## src/rtl/adiv5_arbiter.sv

```systemverilog
// Two-requester arbiter in front of the single ADIv5 command/response FIFO pair.
// Round-robin command issue with R0 lock, requester-ID tag FIFO for in-order response routing.
module adiv5_arbiter #(
  parameter int CMD_W     = 36,
  parameter int RESP_W    = 35,
  parameter int TAG_DEPTH = 8
) (
  input  logic                             CLK,
  input  logic                             RESETn,
  // Requester side
  input  logic [CMD_W-1:0]                 R0_WRDATA,
  input  logic                             R0_WREN,
  output logic                             R0_WRFULL,
  input  logic                             R0_LOCK,
  output logic [RESP_W-1:0]                R0_RDDATA,
  output logic                             R0_RDEMPTY,
  input  logic                             R0_RDEN,
  input  logic [CMD_W-1:0]                 R1_WRDATA,
  input  logic                             R1_WREN,
  output logic                             R1_WRFULL,
  output logic [RESP_W-1:0]                R1_RDDATA,
  output logic                             R1_RDEMPTY,
  input  logic                             R1_RDEN,
  // adiv5_mux side
  output logic [CMD_W-1:0]                 DN_WRDATA,
  output logic                             DN_WREN,
  input  logic                             DN_WRFULL,
  input  logic [RESP_W-1:0]                DN_RDDATA,
  output logic                             DN_RDEN,
  input  logic                             DN_RDEMPTY,
  // Status
  output logic [$clog2(TAG_DEPTH+1)-1:0]   OUTSTANDING,
  output logic                             ERR_ORPHAN,
  output logic                             ERR_BADRD
);

  // FIFO-style handshakes on every interface: a push (WREN) transfers only in a cycle
  // where the matching FULL is low, a pop (RDEN) transfers only where EMPTY is low;
  // both take effect on the rising clock edge that samples them.

  localparam int AW = $clog2(TAG_DEPTH);
  localparam int CW = $clog2(TAG_DEPTH + 1);
  localparam logic [CW-1:0] DEPTH_C = CW'(TAG_DEPTH);

  logic [1:0]           r_hold_v;
  logic [CMD_W-1:0]     r_hold_d [2];
  logic                 r_rr;
  logic                 r_lock;
  logic [TAG_DEPTH-1:0] r_tag_mem;
  logic [AW-1:0]        r_wr_ptr;
  logic [AW-1:0]        r_rd_ptr;
  logic [CW-1:0]        r_count;
  logic                 r_err_orphan;
  logic                 r_err_badrd;

  logic [1:0]           w_wren;
  logic [CMD_W-1:0]     w_wrdata [2];
  logic [1:0]           w_cand;
  logic                 w_can_issue;
  logic                 w_issue;
  logic                 w_winner;
  logic                 w_tag_empty;
  logic                 w_tag_head;
  logic                 w_rdempty0;
  logic                 w_rdempty1;
  logic                 w_pop;
  logic                 w_orphan;
  logic                 w_badrd;

  assign w_wren      = {R1_WREN, R0_WREN};
  assign w_wrdata[0] = R0_WRDATA;
  assign w_wrdata[1] = R1_WRDATA;

  // While locked, R1 is masked out so R0 keeps the port for its whole sequence.
  assign w_cand      = {r_hold_v[1] & ~r_lock, r_hold_v[0]};
  assign w_can_issue = !DN_WRFULL && (r_count < DEPTH_C);
  assign w_winner    = r_rr ? w_cand[1] : !w_cand[0];
  assign w_issue     = w_can_issue && (|w_cand);

  assign w_tag_empty = (r_count == '0);
  assign w_tag_head  = r_tag_mem[r_rd_ptr];
  assign w_rdempty0  = DN_RDEMPTY | w_tag_empty | w_tag_head;
  assign w_rdempty1  = DN_RDEMPTY | w_tag_empty | !w_tag_head;
  assign w_pop       = (R0_RDEN & !w_rdempty0) | (R1_RDEN & !w_rdempty1);
  // A response with no tag behind it is drained so it cannot block the queue.
  assign w_orphan    = !DN_RDEMPTY & w_tag_empty;
  assign w_badrd     = (R0_RDEN & w_rdempty0) | (R1_RDEN & w_rdempty1);

  always_ff @(posedge CLK or negedge RESETn) begin
    if (!RESETn) begin
      r_hold_v    <= '0;
      r_hold_d[0] <= '0;
      r_hold_d[1] <= '0;
    end else begin
      for (int n = 0; n < 2; n++) begin
        if (w_wren[n] && !r_hold_v[n]) begin
          r_hold_v[n] <= 1'b1;
          r_hold_d[n] <= w_wrdata[n];
        end else if (w_issue && (w_winner == 1'(n))) begin
          r_hold_v[n] <= 1'b0;
        end
      end
    end
  end

  always_ff @(posedge CLK or negedge RESETn) begin
    if (!RESETn) begin
      r_rr   <= 1'b0;
      r_lock <= 1'b0;
    end else begin
      if (w_issue) r_rr <= ~w_winner;
      if (!R0_LOCK)                   r_lock <= 1'b0;
      else if (w_issue && !w_winner)  r_lock <= 1'b1;
    end
  end

  always_ff @(posedge CLK or negedge RESETn) begin
    if (!RESETn) begin
      r_tag_mem <= '0;
      r_wr_ptr  <= '0;
      r_rd_ptr  <= '0;
      r_count   <= '0;
    end else begin
      if (w_issue) begin
        r_tag_mem[r_wr_ptr] <= w_winner;
        r_wr_ptr            <= r_wr_ptr + 1'b1;
      end
      if (w_pop) r_rd_ptr <= r_rd_ptr + 1'b1;
      case ({w_issue, w_pop})
        2'b10:   r_count <= r_count + 1'b1;
        2'b01:   r_count <= r_count - 1'b1;
        default: r_count <= r_count;
      endcase
    end
  end

  always_ff @(posedge CLK or negedge RESETn) begin
    if (!RESETn) begin
      r_err_orphan <= 1'b0;
      r_err_badrd  <= 1'b0;
    end else begin
      if (w_orphan) r_err_orphan <= 1'b1;
      if (w_badrd)  r_err_badrd  <= 1'b1;
    end
  end

  assign R0_WRFULL   = r_hold_v[0];
  assign R1_WRFULL   = r_hold_v[1];
  assign R0_RDEMPTY  = w_rdempty0;
  assign R1_RDEMPTY  = w_rdempty1;
  assign R0_RDDATA   = DN_RDDATA;
  assign R1_RDDATA   = DN_RDDATA;
  assign DN_WREN     = w_issue;
  assign DN_WRDATA   = r_hold_d[w_winner];
  assign DN_RDEN     = w_pop | w_orphan;
  assign OUTSTANDING = r_count;
  assign ERR_ORPHAN  = r_err_orphan;
  assign ERR_BADRD   = r_err_badrd;

endmodule
```

## config.mk

```make
export PLATFORM = sky130hd
export DESIGN_NAME = adiv5_arbiter
export DESIGN_NICKNAME = d
export VERILOG_FILES = /design/src/rtl/adiv5_arbiter.sv
export SDC_FILE = /design/constraint.sdc
export NUM_CORES = 1
export LEC_CHECK = 0
export BUFFER_PORTS_ARGS = -buffer_cell sky130_fd_sc_hd__clkbuf_2
export CAP_MARGIN = 20
export CORE_MARGIN = 2
export CORE_UTILIZATION = 47
export CTS_CLUSTER_DIAMETER = 80
export DETAILED_ROUTE_END_ITERATION = 7
export GPL_TIMING_DRIVEN = 0
export PLACE_DENSITY = 0.81
export REMOVE_ABC_BUFFERS = 1
export SYNTH_ARGS = -nofsm -noshare
export SYNTH_HDL_FRONTEND = slang
export SYNTH_SLANG_ARGS = --single-unit
```

## constraint.sdc

```tcl
create_clock -name CLK -period 3.8 [get_ports CLK]
set_input_delay 0.19 -clock CLK [delete_from_list [all_inputs] [get_ports CLK]]
set_output_delay 0.19 -clock CLK [all_outputs]
set_load 0.05 [all_outputs]
```

==> qor.txt <==
outcome: finished, final reports clean
initial antenna violation count: 0
WS Path Type: flop to flop
Crit Reg-Reg Endpoint: OUTSTANDING[3]$_DFFE_PN0P_
antenna cells: 0
Placeable Area: 0.00986 sq mm
ranking of synthesized cells by area: dfrtp_1 50%, mux2_2 27%, buf_4 11%, ha_1 1.3%, mux4_1 1.1%
I/O pin count: 234
CP max FO: 4
Hold EP: ERR_ORPHAN$_DFFE_PN0P_
average size of a mapped cell: 13.2 sq um
Clock Tree Buf Depth: 2
post-synth cell types: 35
Startpoint Class: flop
antenna-violating nets left: 0
fin worst setup slack: 0.856 ns
r2r setup slk: 0.86 ns
max-cap violation count: 0
total number of vias: 2978
Post-synth EDFFs: 0
Post-CTS Repair Setup Buffers: 0
dpl ws: 0.849 ns
placed cell area: 0.00521 sq mm
VDD IR-drop max: 0.728 mV
min Tclk post-route: 2.94 ns
Via density: 5.26
fmax: 340 MHz
worst hold stages: 2
post-route DRC violation count: 0
Power, Total: 6.35 mW
Remaining Overflow, GRT: 0
Seq/Total Area, Yosys: 49.8%
WL final: 11900 um
Setup crit end kind: flop
row count: 36
drt wl/cell: 20.9 um
final hold vios: 0
fin crit share: 77.5%
Placed Instances: 549
Post-Layout Cell Count: 566
nets: 550
Least-Margin Pin Slew: 0.588 ns
die footprint: 0.0111 sq mm
post-synthesis sequential element count: 96
RSZ-0062 raised after global routing: false
Max Slew Vio Count: 0
post-DP HPWL: 9310 um
Ys Warns: 0
Worst Reg2Reg Path Length in Cells: 10
area grow syn2layout: 12.7%
first drt pass iteration count: 4
Pwr Density: 1170 mW/mm^2
clock sinks: 96
CTS tree: built
Synth Instances: 367
largest net degree at the start of global routing: 63
IO buf count: 128
cts hold-fix bufs: 1
Clock Latency Late Sink: 0.35 ns
clk_skew: 0.00579 ns
die height: 105 um
Worst Hold Class: input pin to flop
Root Buffer: clkbuf_8
H-Tree Level Count: 3
Required @ worst endpoint: 4.04 ns
relative slew slack: 60.7%
Die Width: 105 um
ys async rst share: 100%
fin area: 0.00544 sq mm
layout cell share with drive strength beyond 1: 62.6%
drt first-iter violations: 86
Cell Area, Synth: 0.00483 sq mm
Synth top area share: 49.8%
reg2reg start: r_rd_ptr[0]$_DFFE_PN0N_
vias in the first global route: 3272
gr usage total: 21.9%
TritonCTS buffer count: 9
post-synth top area cell: dfrtp_1
Final Wtd Congestion: 0.784
hold path start: DN_RDEMPTY
CTS resizes: 0
Starting Density: 48.9%
dominant synthesized flop cell: dfrtp_1
final setup vio count: 0
Worst-path clk slew: 0.09 ns
Pleak: 2.53 nW
first-pass GRT wire length: 18400 um
CP arrival: 3.18 ns
[how the worst max path moves through the flow]
stage,endpoint,slack [ns],start
2_1_floorplan,DN_WRDATA[0],0.42,r_hold_v[0]$_DFFE_PN0P_
3_3_place_gp,DN_WRDATA[9],-0.67,r_hold_v[0]$_DFFE_PN0P_
3_5_place_dp,OUTSTANDING[3]$_DFFE_PN0P_,0.85,r_rd_ptr[0]$_DFFE_PN0N_
4_1_cts,OUTSTANDING[3]$_DFFE_PN0P_,0.84,r_rd_ptr[0]$_DFFE_PN0N_
5_1_grt,OUTSTANDING[3]$_DFFE_PN0P_,0.67,r_rd_ptr[0]$_DFFE_PN0N_
6_report,OUTSTANDING[3]$_DFFE_PN0P_,0.86,r_rd_ptr[0]$_DFFE_PN0N_
[state kept, by name (all words and copies together), names as in the netlist]
| register | cells |
|---|---|
| OUTSTANDING | 4 |
| r_hold_v | 2 |
| r_lock | 1 |
| r_hold_d | 72 |
| ERR_BADRD | 1 |
| r_rr | 1 |
| r_tag_mem | 8 |
| r_rd_ptr | 3 |
| ERR_ORPHAN | 1 |
| r_wr_ptr | 3 |
[critical path: stages, from the launching register on]
cell,delay [ns]
dfrtp_1,0.46
mux4_1,0.58
mux2_4,0.32
mux2i_4,0.25
ha_1,0.25
ha_1,0.25
a21o_1,0.17
a21oi_1,0.18
xnor2_1,0.14
nor2_1,0.06
xor2_1,0.14
[cell type report]
class | count | area [sq um]
clock inverters | 5 | 80.1
inverters | 5 | 18.8
repair buffers | 134 | 783
well taps | 133 | 166
flip-flops and latches | 96 | 2400
clock buffers | 11 | 141
multi-input cells | 182 | 1850
fillers | 818 | 4420
[layout by cell type (no fill, tap or decap), types with 2 or more instances in the layout]
cell        instances
clkbuf_2          127
mux2_4              2
mux2_2            116
inv_1               5
nor3b_1             2
nand3b_1            2
nand2_1             9
buf_16              4
clkbuf_8           10
clkinvlp_4          2
nor3_1              2
xnor2_1             5
a21oi_1             3
bufinv_16           2
a21o_1              2
nand3_1             3
nor2_1              8
mux2i_1             2
nor2b_4             2
xor2_1              3
mux4_1              2
dfrtp_1            96
ha_1                5
[cells by family (layout without fill, tap and decap cells)]
family                     count (synthesis)  in the layout  synth area share (%)
AOI/OAI and AO/OA                         11             11                  1.48
buffers and inverters                     89            155                  12.4
and+or+nand+nor                           34             34                  3.52
muxes                                    123            123                  29.6
xor gates and xnor gates                   8              8                  1.45
adders and majority gates                  6              6                  1.71
DFF                                       96             96                  49.8
[synth_stat cells (2+ instances only)]
| library cell | instances |
|---|---|
| nor2b_1 | 3 |
| xor2_1 | 3 |
| ha_1 | 5 |
| nor3b_1 | 2 |
| nor2_1 | 8 |
| mux2_2 | 116 |
| nand2_1 | 9 |
| buf_1 | 3 |
| a21oi_1 | 3 |
| mux4_1 | 2 |
| buf_4 | 70 |
| mux2_4 | 2 |
| nor3_1 | 2 |
| inv_1 | 5 |
| a21o_1 | 2 |
| nand3b_1 | 2 |
| mux2i_1 | 2 |
| buf_2 | 3 |
| xnor2_1 | 5 |
| dfrtp_1 | 96 |
| clkbuf_1 | 8 |
| nand3_1 | 3 |
[power by group]
group	internal, mW	total, mW	leakage, nW	switching [mW]
Sequential	1.54	1.86	1.14	0.326
Combinational	1.40	3.76	1.29	2.36
Clock	0.388	0.728	0.106	0.340
Total	3.33	6.35	2.53	3.02
[routing by layer]
| layer | routed length (um) | global-route usage (%) | part of all wire, % |
|---|---|---|---|
| met3 | 2060 | 17.9 | 17 |
| met2 | 4970 | 30.6 | 42 |
| met4 | 119 | 5.62 | 1.0 |
| met1 | 4570 | 24.8 | 39 |
| met5 | 134 | 11.0 | 1.1 |
[stage by stage]
stage | utilization, % | hold slack, ns | TNS, ns
after floorplan | - | -0.106 | 0
after CTS | 55.2 | 0.0313 | 0
final | 55.2 | 0.0494 | 0
after global routing | 55.2 | 0.0308 | 0
after detailed placement | 52.8 | 0.220 | 0
after global placement | 51.2 | 0.381 | -25.87
Note: power is estimated with default switching activity, not from simulation.
